$ cat config.mk
export PLATFORM = sky130hd
export DESIGN_NAME = ram_loader_mar
export DESIGN_NICKNAME = d
export VERILOG_FILES = /design/src/rtl/ram_loader_mar.sv
export SDC_FILE = /design/constraint.sdc
export NUM_CORES = 1
export LEC_CHECK = 0
export CORE_MARGIN = 2
export CORE_UTILIZATION = 65
export CTS_CLUSTER_SIZE = 8
export DETAILED_ROUTE_END_ITERATION = 10
export DONT_BUFFER_PORTS = 1
export PLACE_DENSITY = 0.81
export SLEW_MARGIN = 20
export SYNTH_ARGS = -nofsm -noshare
export SYNTH_HDL_FRONTEND = slang
export SYNTH_SLANG_ARGS = --single-unit
$ cat constraint.sdc
create_clock -name clk -period 4.69 [get_ports clk]
set_clock_uncertainty 0.2 [all_clocks]
set_input_delay 1.407 -clock clk [delete_from_list [all_inputs] [get_ports clk]]
set_output_delay 1.407 -clock clk [all_outputs]
set_load 0.01 [all_outputs]
$ cat src/rtl/ram_loader_mar.sv
// Front end of the 16x8 RAM: memory address register in run mode, sequential
// byte loader (valid/ready in, RAM write strobes out) in program mode.
module ram_loader_mar #(
  parameter int unsigned AW           = 4,
  parameter int unsigned DW           = 8,
  parameter int unsigned WRITE_CYCLES = 1
) (
  input  logic          clk,
  input  logic          rst,
  input  logic [DW-1:0] BusIn,
  input  logic          MARIn,
  input  logic          ProgMode,
  input  logic [DW-1:0] LdData,
  input  logic          LdValid,
  output logic          LdReady,
  output logic          LdDone,
  output logic [AW-1:0] Addrs,
  output logic [DW-1:0] RAMData,
  output logic          RAMIn,
  output logic          Busy
);

  typedef enum logic [1:0] {StRun, StLoad, StWrite, StDone} state_e;

  localparam logic [1:0] WcLast = 2'(WRITE_CYCLES - 1);

  state_e        state_q, state_d;
  logic [AW-1:0] ptr_q, ptr_d;
  logic [AW-1:0] addrs_q, addrs_d;
  logic [DW-1:0] ram_data_q, ram_data_d;
  logic [1:0]    wcnt_q, wcnt_d;
  logic          ram_in_q, ram_in_d;
  logic          ld_ready_q, ld_ready_d;
  logic          ld_done_q, ld_done_d;
  logic          busy_q, busy_d;
  logic          handshake;
  logic          last_write;

  assign handshake  = LdValid & ld_ready_q;
  assign last_write = (wcnt_q == WcLast);

  always_ff @(posedge clk or posedge rst) begin
    if (rst) begin
      state_q    <= StRun;
      ptr_q      <= '0;
      addrs_q    <= '0;
      ram_data_q <= '0;
      wcnt_q     <= '0;
      ram_in_q   <= 1'b0;
      ld_ready_q <= 1'b0;
      ld_done_q  <= 1'b0;
      busy_q     <= 1'b0;
    end else begin
      state_q    <= state_d;
      ptr_q      <= ptr_d;
      addrs_q    <= addrs_d;
      ram_data_q <= ram_data_d;
      wcnt_q     <= wcnt_d;
      ram_in_q   <= ram_in_d;
      ld_ready_q <= ld_ready_d;
      ld_done_q  <= ld_done_d;
      busy_q     <= busy_d;
    end
  end

  // Dropping ProgMode aborts LOAD/DONE at once, but WRITE only after its full pulse.
  always_comb begin
    state_d = state_q;
    unique case (state_q)
      StRun:   if (ProgMode) state_d = StLoad;
      StLoad: begin
        if (!ProgMode)      state_d = StRun;
        else if (handshake) state_d = StWrite;
      end
      StWrite: begin
        if (last_write) begin
          if (!ProgMode)         state_d = StRun;
          else if (ptr_q == '1)  state_d = StDone;
          else                   state_d = StLoad;
        end
      end
      StDone:  if (!ProgMode) state_d = StRun;
    endcase
  end

  always_comb begin
    ptr_d      = ptr_q;
    addrs_d    = addrs_q;
    ram_data_d = ram_data_q;
    wcnt_d     = wcnt_q;
    unique case (state_q)
      StRun: begin
        if (ProgMode)   ptr_d   = '0;
        else if (MARIn) addrs_d = BusIn[AW-1:0];
      end
      StLoad: begin
        if (ProgMode && handshake) begin
          ram_data_d = LdData;
          addrs_d    = ptr_q;
          wcnt_d     = '0;
        end
      end
      StWrite: begin
        wcnt_d = wcnt_q + 2'd1;
        if (last_write && ProgMode && ptr_q != '1) ptr_d = ptr_q + 1'b1;
      end
      StDone: ;
    endcase
    // Any return to run mode from a loader state parks the address at 0.
    if (state_q != StRun && state_d == StRun) addrs_d = '0;

    ram_in_d   = (state_d == StWrite);
    ld_ready_d = (state_d == StLoad);
    ld_done_d  = (state_d == StDone);
    busy_d     = (state_d != StRun);
  end

  assign LdReady = ld_ready_q;
  assign LdDone  = ld_done_q;
  assign Addrs   = addrs_q;
  assign RAMData = ram_data_q;
  assign RAMIn   = ram_in_q;
  assign Busy    = busy_q;

endmodule
Word-level counts from Yosys, hierarchy flattened
Cells that the tools add are included.
{ "totals": {"register_bits": 24, "in_bits": 21, "out_inout_bits": 16, "wordCells": 60} }
{ "op_classes": {"n_addsub": 2, "n_eq_ne": 14, "n_mux": 18, "bitwise": 1, "n_reduce_logical": 16} }
{ "ops": {"columns": ["operator", "n"], "rows": [
  ["$mux W4", 6],
  ["$mux W2", 8],
  ["$pmux W4 S2", 2],
  ["$ne A3 B3 Y1 const B", 3],
  ["$eq A2 B2 Y1 const B", 4],
  ["$pmux W2 S4", 1],
  ["$reduce_bool A2 Y1", 4],
  ["$logic_not A2 Y1", 3],
  ["$ne A2 B2 Y1 const B", 3],
  ["$add A4 B1 Y4 const B", 1],
  ["$eq A2 B1 Y1 const B", 2],
  ["$eq A4 B4 Y1 const B", 1],
  ["$logic_and A1 B1 Y1", 4],
  ["$ne A4 B4 Y1 const B", 1],
  ["$pmux W2 S2", 1],
  ["$reduce_and A2 Y1", 2],
  ["$reduce_and A4 Y1", 1],
  ["$reduce_and A3 Y1", 1],
  ["$reduce_bool A3 Y1", 1],
  ["$add A2 B1 Y2 const B", 1],
  ["$and A1 B1 Y1", 1]
]} }

Longest topological paths before layout
Gate-level depths: netlist of the first run.
{ "depth": {"depth_word": 9, "mapped_depth": 6, "mapped_depth_nobuf": 5} }

Worst setup path after synthesis of the first run
Ideal clock, no wire load.
{ "synth_path": {"path_kind": "input to register", "from": "in LdValid", "to": "reg ram_data_q[0] (netlist: RAMData[0])", "setup_time_ns": 0.125, "arrival_ns": 2.108, "t_required_ns": 4.365, "setup_slack_ns": 2.257, "stages": 4, "n_path_buf": 1, "path_cell_list": "and4b_1 > buf_6 > nand2_8 > mux2_4"} }
{ "synth_via": {"elab_chain_cells": 3} }
{ "synth_rtl": {"columns": ["item", "line_no", "source"], "rows": [
  ["start, declared", "14", "input logic LdValid,"],
  ["$and A1 B1 Y1", "39", "assign handshake = LdValid & ld_ready_q;"],
  ["$logic_and A1 B1 Y1", "97", "if (ProgMode && handshake) begin"],
  ["$reduce_and A2 Y1 (no source line)", null, null],
  ["end signal, assigned", "57", "ram_data_q <= ram_data_d;"],
  ["end, declared", "30", "logic [DW-1:0] ram_data_q, ram_data_d;"]
]} }
No other way between the ends.
A chain may end at the register's enable or synchronous reset.

Worst setup path in the final report of the first run
{ "layout_path": {"from": "reg ld_ready_q (netlist: LdReady)", "to": "out LdReady"} }
{ "layout_lines": {"columns": ["item", "line_no", "source"], "rows": [
  ["start, declared", "33", "logic ld_ready_q, ld_ready_d;"],
  ["start signal, assigned", "60", "ld_ready_q <= ld_ready_d;"],
  ["end, declared", "15", "output logic LdReady,"]
]} }
No word-level cell between the ends.

==> results of run 1 <==
[power by group]
group | switching [W] | internal, W | total [W]
registers | 0.0000595 | 0.000257 | 0.000317
clock network | 0.0000605 | 0.0000473 | 0.000108
logic | 0.0000618 | 0.0000716 | 0.000133
[routing by layer]
metal / share of wire, % / GRT usage [%] / vias up
li1: - / - / 382
met1: 45 / 27.6 / 393
met2: 49 / 35.3 / 31
met3: 5.5 / 5.00 / 2
met4: 0.85 / 7.78 / 0
met5: 0 / 0 / -
[per-stage QoR]
stage          cell area [um2]  std cells  utilization, %  total power (W)  worst slack [ns]
3_5_place_dp              1200        125            69.3         0.000454              2.10
3_3_place_gp              1200        125            69.3         0.000449              2.11
4_1_cts                   1230        129            71.4         0.000560              2.31
2_1_floorplan             1190        104               -         0.000429              2.26
5_1_grt                   1230        129            71.4         0.000594              2.27
6_report                  1230        129            71.4         0.000558              2.31
[worst paths after layout]
| path | startpoint | to | slack (ns) | depth (start not counted) |
|---|---|---|---|---|
| max | LdReady$_DFF_PP0_ | LdReady | 2.31 | 0 |
| min | wcnt_q[0]$_DFFE_PP0P_ | wcnt_q[0]$_DFFE_PP0P_ | 0.33 | 1 |
| max in group asynchronous | rst | Busy$_DFF_PP0_ | 2.80 | 1 |
| max reg2reg | state_q[1]$_DFF_PP0_ | RAMData[3]$_DFFE_PP0P_ | 2.80 | 3 |
| min in group asynchronous | rst | RAMData[5]$_DFFE_PP0P_ | 0.94 | 1 |
| min reg2reg | wcnt_q[0]$_DFFE_PP0P_ | wcnt_q[0]$_DFFE_PP0P_ | 0.33 | 1 |
[final cells by class]
type | count | area share [%]
multi-input cells | 69 | 43.7
clock buffers | 4 | 2.94
inverters | 7 | 2.13
flip-flops and latches | 24 | 48.7
well taps | 25 | 2.54
[registers in the layout (all words and copies together) (netlist names)]
signal / flops
ptr_q: 4
LdReady: 1
RAMData: 8
Busy: 1
state_q: 2
LdDone: 1
RAMIn: 1
Addrs: 4
wcnt_q: 2
[Yosys cell counts (3+ instances only)]
cell type / instances / area, um2
nand2_1: 4 / 15.0
nor2_1: 3 / 11.3
nor3_1: 9 / 45.0
mux2_2: 4 / 45.0
dfrtp_1: 24 / 601
inv_1: 7 / 26.3
o21ai_0: 4 / 20.0
mux2_4: 8 / 120
a21oi_1: 8 / 40.0
[cells by family after synthesis]
kind of cell | count (synthesis)
buffers and inverters | 11
DFF | 24
muxes | 12
adders and majority gates | 2
AOI/OAI and AO/OA | 24
and+or+nand+nor | 31
==> impl_metrics.ini, run 1 <==
[outcome]
status = completed

[clock_network]
cts_hold_buf = 0
cts-htree-levels = 1
cts_tree = built
cts_root_buf = clkbuf_4
clkTransAtPathRegs_ns = 0.14
cts_buffer_depth = 2
cts_sinks = 24
cts_setup_buffers = 0
cts-resized-gates = 0
insertion_delay_ns = 0.31
numCtsBuffers = 3

[die]
initial_utilization_pct = 69.0
fp.dieW_um = 46.8
core-area_um2 = 1730
die_h_um = 46.8
die-area_um2 = 2190
ios = 37
num_rows = 15

[synthesis]
netlist_instances = 104
synthArstFlopShare_pct = 100
synth-seq-area-share_pct = 50.4
yosysWarnings = 0
muxShareOfSynthArea_pct = 13.9
yosys.area_share.simple_pct = 16.4
synth_adder_area_share_pct = 2.10
avgSynthCellArea_um2 = 11.5
ys_ff_latch = 24
synth_area_um2 = 1190
synth_compound_area_share_pct = 12.9
post_synth_num_cell_types = 35
synth-xor-area-share_pct = 0
synth_fp_nets = 127
synth_top_family_by_area = simple AND/OR/NAND/NOR gates
synth_edf_count = 0
ys.flop_type = dfrtp_1

[power_and_ir_drop]
peakVddDrop_v = 0.000256
p_leak_nw = 0.565
power.density_nw_per_um2 = 452

[global_route]
grt_pass1_vias = 770
grt_pass1_wl_um = 3340
track_usage_pct = 21.4
grt_max_degree = 25
grt_overflow_total = 0
antenna_found_initial = 0

[sta]
finalSetupViolCount = 0
setup-tns-final_ns = 0
rsz0062_at_grt = no
period_minus_slack_ns = 2.38
finalCritPeriodShare_pct = 50.7
fmax_mhz = 420
drv_slew = 0
finalHoldWorstSlack_ns = 0.332
hold_viol = 0
relSlewSlack_pct = 42.1
tightest_slew_ns = 0.868

[drt]
viasPerCell = 6.26
ant_nets = 0
drt-total-wl_um = 2110
wl_per_cell_um = 16.3
vias = 808
first_pass_iters = 4
drc = 0
drt-initial-drc-count = 8

[hold_path]
worst_hold_path_type = flop to flop

[final_layout]
diodes = 0
multiInputGateArea_um2 = 539
layout_commonest_cell = dfrtp_1
nets = 128
mostFrequentLayoutCells = dfrtp_1 (24), nor3_1 (9), mux2_4 (8), a21oi_1 (8), inv_1 (7)
n_fill_cell = 134
drive_above_1_share_pct = 18.3
synthToLayoutAreaGrowth_pct = 3.57
ff_latch_area_um2 = 601

[worst_setup_path]
cp.required_ns = 3.08
critPathMaxFanout = 4
end_kind = output port
start_kind = flop
path_class = flop to output port
arrival_ns = 0.77

[place]
place_congestion = 0.800
port_buffers = 0
dp_hpwl_um = 1500

[run]
maxCapViolCount = 0
Power figures use the tool's default switching activity.
==> run 2: changes to the inputs <==
--- a/config.mk
+++ b/config.mk
@@ -6,11 +6,11 @@
 export NUM_CORES = 1
 export LEC_CHECK = 0
 export CORE_MARGIN = 2
-export CORE_UTILIZATION = 65
+export CORE_UTILIZATION = 55
 export CTS_CLUSTER_SIZE = 8
 export DETAILED_ROUTE_END_ITERATION = 10
 export DONT_BUFFER_PORTS = 1
-export PLACE_DENSITY = 0.81
+export PLACE_DENSITY = 0.73
 export SLEW_MARGIN = 20
 export SYNTH_ARGS = -nofsm -noshare
 export SYNTH_HDL_FRONTEND = slang
==> constraint.sdc (replaced) <==
create_clock -name clk -period 1.99 [get_ports clk]
set_clock_uncertainty 0.2 [all_clocks]
set_input_delay 0.597 -clock clk [delete_from_list [all_inputs] [get_ports clk]]
set_output_delay 0.597 -clock clk [all_outputs]
set_load 0.01 [all_outputs]
==> run 2 against run 1 <==
Sequential power is 130% higher. Sequential share of layout area is 2.5 points lower. Sequential cell count stayed put. First-iteration DRC count grew to 2.5 times the previous value. Highest routed layer unchanged. Register-to-register slack worse by 2.5 ns.
==> impl_metrics.ini, run 2 (same netlist as run 1, synthesis figures left out) <==
[sta]
fmax_mhz = 582
setup-tns-final_ns = 0
finalCritPeriodShare_pct = 86.4
finalSetupViolCount = 0
drv_slew = 0
tightest_slew_ns = 0.424
relSlewSlack_pct = 71.7
rsz0062_at_grt = no
hold_viol = 0
period_minus_slack_ns = 1.72

[power_and_ir_drop]
power.density_nw_per_um2 = 1110
p_leak_nw = 0.601
peakVddDrop_v = 0.000628
p_total_w = 0.00144

[hold_path]
worst_hold_path_type = primary input to flop

[worst_setup_path]
start_kind = flop
cp.required_ns = 2.01
cp_cell_sequence = inv_1 -> ha_1 -> nand2_1 -> a311o_1
end_kind = flop
arrival_ns = 1.74
cp_slowest_cell = dfrtp_1
path_class = flop to flop
critPathMaxFanout = 12
worst_path_largest_cell_delay_ns = 0.42

[global_route]
antenna_found_initial = 0
grt_pass1_wl_um = 3990
grt_max_degree = 15
track_usage_pct = 20.8
grt_overflow_total = 0
grt_pass1_vias = 840

[place]
place_congestion = 0.760
port_buffers = 0
dp_hpwl_um = 1740
dpl_cell_area_um2 = 1240

[final_layout]
n_fill_cell = 156
diodes = 0
mostFrequentLayoutCells = dfrtp_1 (24), nor3_1 (9), mux2_4 (8), a21oi_1 (8), inv_1 (7)
largest_reg_flops = 8
layout_commonest_cell = dfrtp_1
synthToLayoutAreaGrowth_pct = 9.14
drive_above_1_share_pct = 21.8
multiInputGateArea_um2 = 539
nets = 134
design_area_um2 = 1300
ff_latch_area_um2 = 601

[die]
core-area_um2 = 2000
initial_utilization_pct = 59.5
num_rows = 16
die_h_um = 50.5
ios = 37
fp.dieW_um = 50.5
die-area_um2 = 2550

[drt]
ant_nets = 0
first_pass_iters = 4
vias = 845
viasPerCell = 6.17
wl_per_cell_um = 17.1
drc = 0
drt-total-wl_um = 2350
drt-initial-drc-count = 20

[clock_network]
cts_buffer_depth = 2
cts-resized-gates = 0
numCtsBuffers = 3
insertion_delay_ns = 0.32
cts_setup_buffers = 0
cts-htree-levels = 1
cts_sinks = 24
cts_root_buf = clkbuf_4
clkTransAtPathRegs_ns = 0.13
cts_tree = built

[run]
maxCapViolCount = 0

[outcome]
status = completed
-- run 2: cell type report --
type / count / area share, %
clock inverter: 1 / 2.31
clock buffer: 3 / 1.73
multi-input combinational: 69 / 41.5
inverter: 7 / 2.02
tap: 27 / 2.60
sequential: 24 / 46.2
timing repair buffer: 6 / 3.66
-- run 2: metal layers --
layer	share of wire [%]	up-vias	track usage, %	wire [um]
met5	0	-	0	0
met3	6.9	5	3.57	163
met1	44	412	29.2	1030
li1	-	394	-	-
met4	2.0	0	9.46	47
met2	47	34	31.6	1110
-- run 2: timing repair --
action / CTS / global route
hold endpoints to repair: 24 / 0
hold buffers: 1 / 0
endpoints found under the setup margin: 0 / 0
-- run 2: path summary, 6_finish.rpt --
path                       slack [ns]                   from  cells past startpoint                     to
setup / recovery                 0.27  wcnt_q[0]$_DFFE_PP0P_                      4   ptr_q[0]$_DFFE_PP0P_
hold / removal                   0.17               ProgMode                      2       LdDone$_DFF_PP0_
setup reg to reg                 0.27  wcnt_q[0]$_DFFE_PP0P_                      4   ptr_q[0]$_DFFE_PP0P_
hold reg to reg                  0.31  wcnt_q[0]$_DFFE_PP0P_                      1  wcnt_q[0]$_DFFE_PP0P_
max in group asynchronous        0.92                    rst                      3   Addrs[0]$_DFFE_PP0P_
min in group asynchronous        0.51                    rst                      3   state_q[0]$_DFF_PP0_
-- run 2: critical path: cells and delay by family (launching register included) --
family / cells / cell delay, ns
buffers and inverters: 1 / 0.06
AOI/OAI and AO/OA: 1 / 0.38
adders and majority gates: 1 / 0.39
and+or+nand+nor: 1 / 0.18
DFF: 1 / 0.42
-- run 2: power breakdown --
group / switching, W / internal, W / leakage [nW]
Clock: 0.000150 / 0.000204 / 0.0279
Combinational: 0.000159 / 0.000181 / 0.267
Sequential: 0.000137 / 0.000606 / 0.306
Total: 0.000447 / 0.000990 / 0.601
-- run 2: stage by stage --
step           setup WS, ns  hold slack, ns  utilization [%]  instances
6_report              0.271           0.174             64.9        137
5_1_grt               0.130           0.158             64.9        137
4_1_cts               0.275           0.165             64.9        137
3_5_place_dp          0.295           0.301             61.8        132
3_3_place_gp          0.306           0.286             61.8        132
2_1_floorplan         0.367           0.262                -        104
